## src/rtl/forward_hazard_unit.sv

```systemverilog
`timescale 1ns/1ps
`default_nettype none
// ============================================================================
//  Module   : forward_hazard_unit
//  Purpose  : Operand forwarding select and load-use stall control for an
//             in-order pipeline. The instruction in ID is compared against
//             the EX and MEM producers; the chosen forward source is
//             registered so it is valid when that instruction reaches EX.
//             A load in EX feeding an ID operand stalls for LOAD_LAT cycles.
//  Ports    : clk, reset       - clock, synchronous active-high reset
//             id_src           - NUM_SRC packed source register numbers
//             id_src_valid     - per-operand read flag
//             ex_dst/mem_dst   - producer destination registers
//             ex_regwrite/mem_regwrite - producer write enables
//             ex_memread       - EX instruction is a load
//             fwd_sel          - registered 2-bit select per operand
//                                (11 = MEM, 10 = WB, 00 = register file)
//             stall/flush_ex   - hold front end / bubble into EX
//             stall_cycles     - saturating count of stalled cycles
//  Revision : 1.0 - initial release
// ============================================================================
module forward_hazard_unit #(
    parameter int REG_AW      = 5,
    parameter int NUM_SRC     = 2,
    parameter int LOAD_LAT    = 1,
    parameter int ZERO_REG_EN = 1
) (
    input  logic                        clk,
    input  logic                        reset,
    input  logic [NUM_SRC*REG_AW-1:0]   id_src,
    input  logic [NUM_SRC-1:0]          id_src_valid,
    input  logic [REG_AW-1:0]           ex_dst,
    input  logic [REG_AW-1:0]           mem_dst,
    input  logic                        ex_regwrite,
    input  logic                        mem_regwrite,
    input  logic                        ex_memread,
    output logic [2*NUM_SRC-1:0]        fwd_sel,
    output logic                        stall,
    output logic                        flush_ex,
    output logic [15:0]                 stall_cycles
);

    // The first stall cycle is spent in IDLE, so HOLD covers LOAD_LAT-1
    // cycles: counter runs LOAD_LAT-2 down to 0 inclusive.
    localparam logic [3:0] c_CNT_INIT = (LOAD_LAT > 1) ? 4'(LOAD_LAT - 2) : 4'd0;

    typedef enum logic [0:0] {
        IDLE = 1'b0,
        HOLD = 1'b1
    } state_t;

    state_t                 r_state;
    state_t                 w_state_next;
    logic [3:0]             r_cnt;
    logic [3:0]             w_cnt_next;
    logic                   w_stall;
    logic                   w_hazard;
    logic                   w_ex_dst_ok;
    logic                   w_mem_dst_ok;
    logic [NUM_SRC-1:0]     w_match_ex;
    logic [NUM_SRC-1:0]     w_match_mem;
    logic [2*NUM_SRC-1:0]   w_fwd_next;
    logic [2*NUM_SRC-1:0]   r_fwd_sel;
    logic [15:0]            r_stall_cycles;

    // Register 0 is never a real producer when it is hardwired to zero.
    assign w_ex_dst_ok  = (ZERO_REG_EN == 0) || (|ex_dst);
    assign w_mem_dst_ok = (ZERO_REG_EN == 0) || (|mem_dst);

    generate
        for (genvar k = 0; k < NUM_SRC; k++) begin : g_src
            logic [REG_AW-1:0] w_src;
            assign w_src          = id_src[k*REG_AW +: REG_AW];
            assign w_match_ex[k]  = id_src_valid[k] & ex_regwrite &
                                    (w_src == ex_dst) & w_ex_dst_ok;
            assign w_match_mem[k] = id_src_valid[k] & mem_regwrite &
                                    (w_src == mem_dst) & w_mem_dst_ok;
            // EX holds the youngest producer, so it wins over MEM.
            assign w_fwd_next[2*k +: 2] = w_match_ex[k]  ? 2'b11 :
                                          w_match_mem[k] ? 2'b10 : 2'b00;
        end
    endgenerate

    assign w_hazard = ex_memread & (|w_match_ex);

    always_comb begin
        w_state_next = r_state;
        w_cnt_next   = r_cnt;
        w_stall      = 1'b0;
        case (r_state)
            IDLE: begin
                w_stall = w_hazard;
                if (w_hazard && (LOAD_LAT > 1)) begin
                    w_state_next = HOLD;
                    w_cnt_next   = c_CNT_INIT;
                end
            end
            HOLD: begin
                // Hazard inputs are ignored while holding.
                w_stall = 1'b1;
                if (r_cnt == 4'd0) begin
                    w_state_next = IDLE;
                end else begin
                    w_cnt_next = r_cnt - 4'd1;
                end
            end
            default: begin
                w_state_next = IDLE;
            end
        endcase
        if (reset) begin
            w_stall = 1'b0;
        end
    end

    always_ff @(posedge clk) begin
        if (reset) begin
            r_state        <= IDLE;
            r_cnt          <= 4'd0;
            r_fwd_sel      <= '0;
            r_stall_cycles <= 16'd0;
        end else begin
            r_state <= w_state_next;
            r_cnt   <= w_cnt_next;
            // A stalled cycle pushes a bubble into EX, which reads nothing.
            r_fwd_sel <= w_stall ? '0 : w_fwd_next;
            if (w_stall && (r_stall_cycles != 16'hFFFF)) begin
                r_stall_cycles <= r_stall_cycles + 16'd1;
            end
        end
    end

    assign fwd_sel      = r_fwd_sel;
    assign stall        = w_stall;
    assign flush_ex     = w_stall;
    assign stall_cycles = r_stall_cycles;

endmodule
`default_nettype wire
```

## config.mk

```make
export PLATFORM = sky130hd
export DESIGN_NAME = forward_hazard_unit
export DESIGN_NICKNAME = d
export VERILOG_FILES = /design/src/rtl/forward_hazard_unit.sv
export SDC_FILE = /design/constraint.sdc
export NUM_CORES = 1
export LEC_CHECK = 0
export CORE_UTILIZATION = 38
export CTS_CLUSTER_SIZE = 30
export DETAILED_ROUTE_END_ITERATION = 10
export PLACE_DENSITY = 0.75
export SLEW_MARGIN = 25
export SYNTH_ARGS = -nofsm -noshare
export SYNTH_HDL_FRONTEND = slang
export SYNTH_SLANG_ARGS = --single-unit
export TNS_END_PERCENT = 10
```

## constraint.sdc

```tcl
create_clock -name clk -period 2.85 [get_ports clk]
set_input_delay 0.57 -clock clk [delete_from_list [all_inputs] [get_ports clk]]
set_output_delay 0.57 -clock clk [all_outputs]
set_load 0.02 [all_outputs]
```

Yosys cells after proc, flatten, opt, wreduce, memory -nomap -nowiden

Cells that the tools add are included.

Bits in registers: 25
Output and inout port bits: 22

Reductions and logical operators: 8
Bitwise gates (word level): 15
$add $sub $neg: 2
Eq/ne operators: 5
Mux-type cells: 7

Operators with widths:

| cell                                             | number |
|---|---|
| == test 5 bit                                    | 4 |
| adder 16 x 1 -> 16 bit, second input constant    | 1 |
| != test 16 bit, second input constant            | 1 |
| bitwise AND 1 bit                                | 13 |
| OR reduction 5 bit                               | 2 |
| two-way mux 2 bit                                | 4 |
| OR reduction 2 bit                               | 3 |
| logical NOT 4 bit                                | 1 |
| subtractor 4 x 1 -> 4 bit, second input constant | 1 |
| two-way mux 1 bit                                | 2 |
| inverter 1 bit                                   | 2 |
| case mux 1 bit (2 select lines)                  | 1 |
| AND reduction 2 bit                              | 1 |
| logical AND 1 bit                                | 1 |

Depth between registers and ports, before layout

Word-level depth: 8
Mapped depth: 7
Gate-level depth less buffers: 7

Worst setup path after synthesis

OpenSTA, ideal clock, no wires.

Path type: input-to-output
Start point: in id_src[2]
End point: out stall
Stages on the path: 7
Data arrival time: 2.052 ns
Required time: 2.280 ns
Setup slack: 0.228 ns
Cells stage by stage: xor2_1 > nor4_2 > nand3_2 > a21oi_1 > nor2_1 > nor2_1 > buf_4

Word-level cells in the longest chain between the ends: 7

RTL lines:

| item                            | RTL line | text |
|---|---|---|
| start, declared                 | 30       | `input logic [NUM_SRC*REG_AW-1:0] id_src,` |
| == test 5 bit                   | 75       | `(w_src == ex_dst) & w_ex_dst_ok;` |
| bitwise AND 1 bit               | 74       | `assign w_match_ex[k] = id_src_valid[k] & ex_regwrite &` |
| bitwise AND 1 bit               | 75       |  |
| OR reduction 2 bit              | 84       | `assign w_hazard = ex_memread & (\|w_match_ex);` |
| bitwise AND 1 bit               | 84       |  |
| case mux 1 bit (2 select lines) | 90       | `case (r_state)` |
| two-way mux 1 bit               | 111      | `if (reset) begin` |
| end, declared                   | 38       | `output logic stall,` |

No other way between the ends.

Final worst setup path

Start point: in id_src[9]
End point: out stall

Same word-level chain as after synthesis.

==> out/metrics.yaml <==
logic_synthesis:
  syn_area_sq_um: 1610
  avgSynthCellArea_sq_um: 8.67
  synth_cells: 186
  ys_types: 40
  yosys_warnings: 0
  ys_ff_latch: 25
  syn_nets: 215
  yosysSeqAreaShare_pct: 31.0
final_layout:
  final_util_pct: 57.7
  antenna_cells: 0
  syn2layout_area_growth_pct: 44.2
  nets: 281
  drive_above_1_share_pct: 18.7
setup_path:
  endpoint_kind: "primary output"
  cp_slowest_cell: "clkdlybuf4s50_1"
  slowest_delay_ps: 460
  start_kind: "input pin"
  path_class: "input pin to primary output"
  crit_required_ps: 2280
  crit_top_cell: "nor2_1"
  crit_chain: "clkdlybuf4s50_1 > xor2_1 > nor4_2 > nand3_2 > a21oi_2 > nor2_1 > nor2_1 > buf_4"
  critPathMaxFanout: 2
  arrival_ps: 2260
pwr:
  irDropWorstVdd_mv: 0.222
  power.total_mw: 0.673
  p_leak_nw: 0.892
  p_per_area_nw_per_um2: 289
global_route:
  antenna_found_initial: 0
  grt.total_usage_pct: 19.0
  grt_pass1_vias: 1413
  grt_max_degree: 33
  grt_pass1_wl_um: 6510
  grt-ovfl-total: 0
floorplanning:
  die_area_sq_um: 4510
  die_h_um: 67.1
  die_x_um: 67.1
  core_area_sq_um: 4030
  io_pins: 49
  start_util_pct: 40.0
  num_rows: 23
detailed_routing:
  vias: 1524
  drc_errors: 0
  drtIter0Drc: 57
  drt_first_pass_iters: 4
  final_antenna_net_count: 0
  wl_um: 3980
  wl_per_cell_um: 13.2
  routed_via_density: 5.06
clock_network:
  cts_max_level: 1
  clk_pin_slew_ps: 80
  cts-buffers-inserted: 3
  cts_max_path_buffers: 2
  hold_buffers: 0
  clock_sinks: 25
  clock_latency_ps: 270
  cts_tree: "done"
  cts-root-buf: "clkbuf_8"
hold_path:
  hold_class: "flop to flop"
placement:
  io_buffers: 48
  hpwl_um: 3120
  pre_cts_ws_ps: -426
  gp_congestion: 0.875
timing:
  relSlewSlack_pct: 66.7
  hold_ws_ps: 504
  fin_ws_ps: 16.7
  finClkSkew_ps: 6.28
  setup_violations: 0
  worst_slew_pin_slew_ps: 499
  fin_crit_ps: 2830
  clock.fmax_mhz: 353
  hold_violations: 0
  period_share_pct: 99.4
  slew_viol_final: 0
run_status:
  status: "finished, final reports clean"
job:
  drv_cap: 0
-- cell families (layout without fill, tap and decap cells) --
kind of cell / count (synthesis) / after routing / share of synthesized area, %
compound gates: 28 / 28 / 14.7
mux: 14 / 14 / 9.62
fa+ha+maj: 2 / 2 / 1.55
buf+inv: 14 / 79 / 3.96
simple gates: 80 / 80 / 26.7
xor+xnor: 23 / 23 / 12.5
flops: 25 / 25 / 31.0
-- registers in the layout, summed over array words and instances (netlist names) --
| signal | cells |
|---|---|
| r_cnt | 4 |
| r_state | 1 |
| fwd_sel | 4 |
| stall_cycles | 16 |
-- through the flow --
step | instances | TNS, ps | cell area [sq um]
floorplan | 186 | 0 | 1610
global placement | 295 | -826 | 2250
detailed placement | 295 | -878 | 2250
CTS | 299 | 0 | 2290
global route | 301 | -244 | 2330
finish | 301 | 0 | 2330
-- path summary, 6_finish.rpt --
kind / depth (start not counted) / slack (ps) / endpoint / startpoint
max: 8 / 20 / stall / id_src[9]
min: 2 / 500 / stall_cycles[14] / stall_cycles[14]
max reg2reg: 6 / 850 / stall_cycles[0] / stall_cycles[1]
min reg2reg: 2 / 500 / stall_cycles[14] / stall_cycles[14]
-- power by group --
group | switching [mW] | total, mW | internal [mW]
registers | 0.000403 | 0.350 | 0.349
clock network | 0.108 | 0.208 | 0.0999
logic | 0.0500 | 0.115 | 0.0650
total | 0.158 | 0.673 | 0.514
-- repair_timing --
action                     4_1_cts  5_1_grt
pin swaps                        0        6
gates resized for setup          8        8
buffers inserted                 0        2
setup endpoints to repair        2        2
-- Yosys cell counts --
library cell / count / area [sq um]
xor2_1: 17 / 149
nor4_2: 2 / 25.0
ha_1: 2 / 25.0
a21o_4: 1 / 15.0
and4_1: 3 / 26.3
nor2b_1: 12 / 75.1
dfxtp_1: 25 / 500
mux2_1: 6 / 67.6
nor2_1: 24 / 90.1
nor3_1: 1 / 5.00
a21oi_1: 6 / 30.0
a211oi_2: 5 / 62.6
o221a_1: 1 / 11.3
and2_1: 3 / 18.8
o22ai_1: 2 / 12.5
a211oi_1: 2 / 15.0
a2111oi_2: 1 / 15.0
xnor2_1: 6 / 52.6
buf_6: 1 / 11.3
or4_1: 3 / 22.5
or3_1: 1 / 6.26
nor2_2: 1 / 6.26
inv_1: 7 / 26.3
clkbuf_1: 5 / 18.8
nand4_1: 2 / 12.5
o211ai_1: 1 / 7.51
o21ai_0: 4 / 20.0
o2111ai_1: 1 / 8.76
nor4_1: 3 / 18.8
mux2_2: 6 / 67.6
mux2i_1: 2 / 20.0
buf_4: 1 / 7.51
nand3_1: 6 / 30.0
a21oi_2: 1 / 8.76
o211ai_2: 1 / 12.5
nand2_1: 13 / 48.8
a221oi_1: 1 / 8.76
a2111oi_0: 1 / 8.76
nand3_2: 2 / 20.0
and3_1: 4 / 25.0
-- layout by cell type (no fill, tap or decap), drive strengths merged, types with 2 or more instances in the layout --
cell type and count:
nor4 5, and3 4, clkbuf 4, nand2 13
buf 22, and4 3, nor2b 12, xor2 17
mux2i 2, xnor2 6, a2111oi 2, inv 7
mux2 12, dlymetal6s2s 4, a21oi 7, dfxtp 25
ha 2, or4 3, nor2 25, nand3 8
o22ai 2, o21ai 4, and2 3, nand4 2
a211oi 7, o211ai 2, clkdlybuf4s50 42
-- routing by layer --
layer	routed length [um]	global-route usage (%)	up-vias
met5	0	0	-
met4	50	4.52	0
met3	153	4.90	4
met2	1860	30.3	29
met1	1920	25.6	705
li1	-	-	786
-- critical path: cells and delay by family --
kind / cells / cell delay, ps
simple gates: 4 / 700
buf+inv: 2 / 630
xor+xnor: 1 / 170
compound gates: 1 / 190
-- area by class of cell --
class / count / area (sq um)
Fill cell: 375 / 1700
Multi-Input combinational cell: 147 / 1060
Timing Repair Buffer: 68 / 636
Sequential cell: 25 / 500
Tap cell: 50 / 62.6
Clock buffer: 4 / 45.0
Inverter: 7 / 26.3
Note: power is estimated with default switching activity, not from simulation.
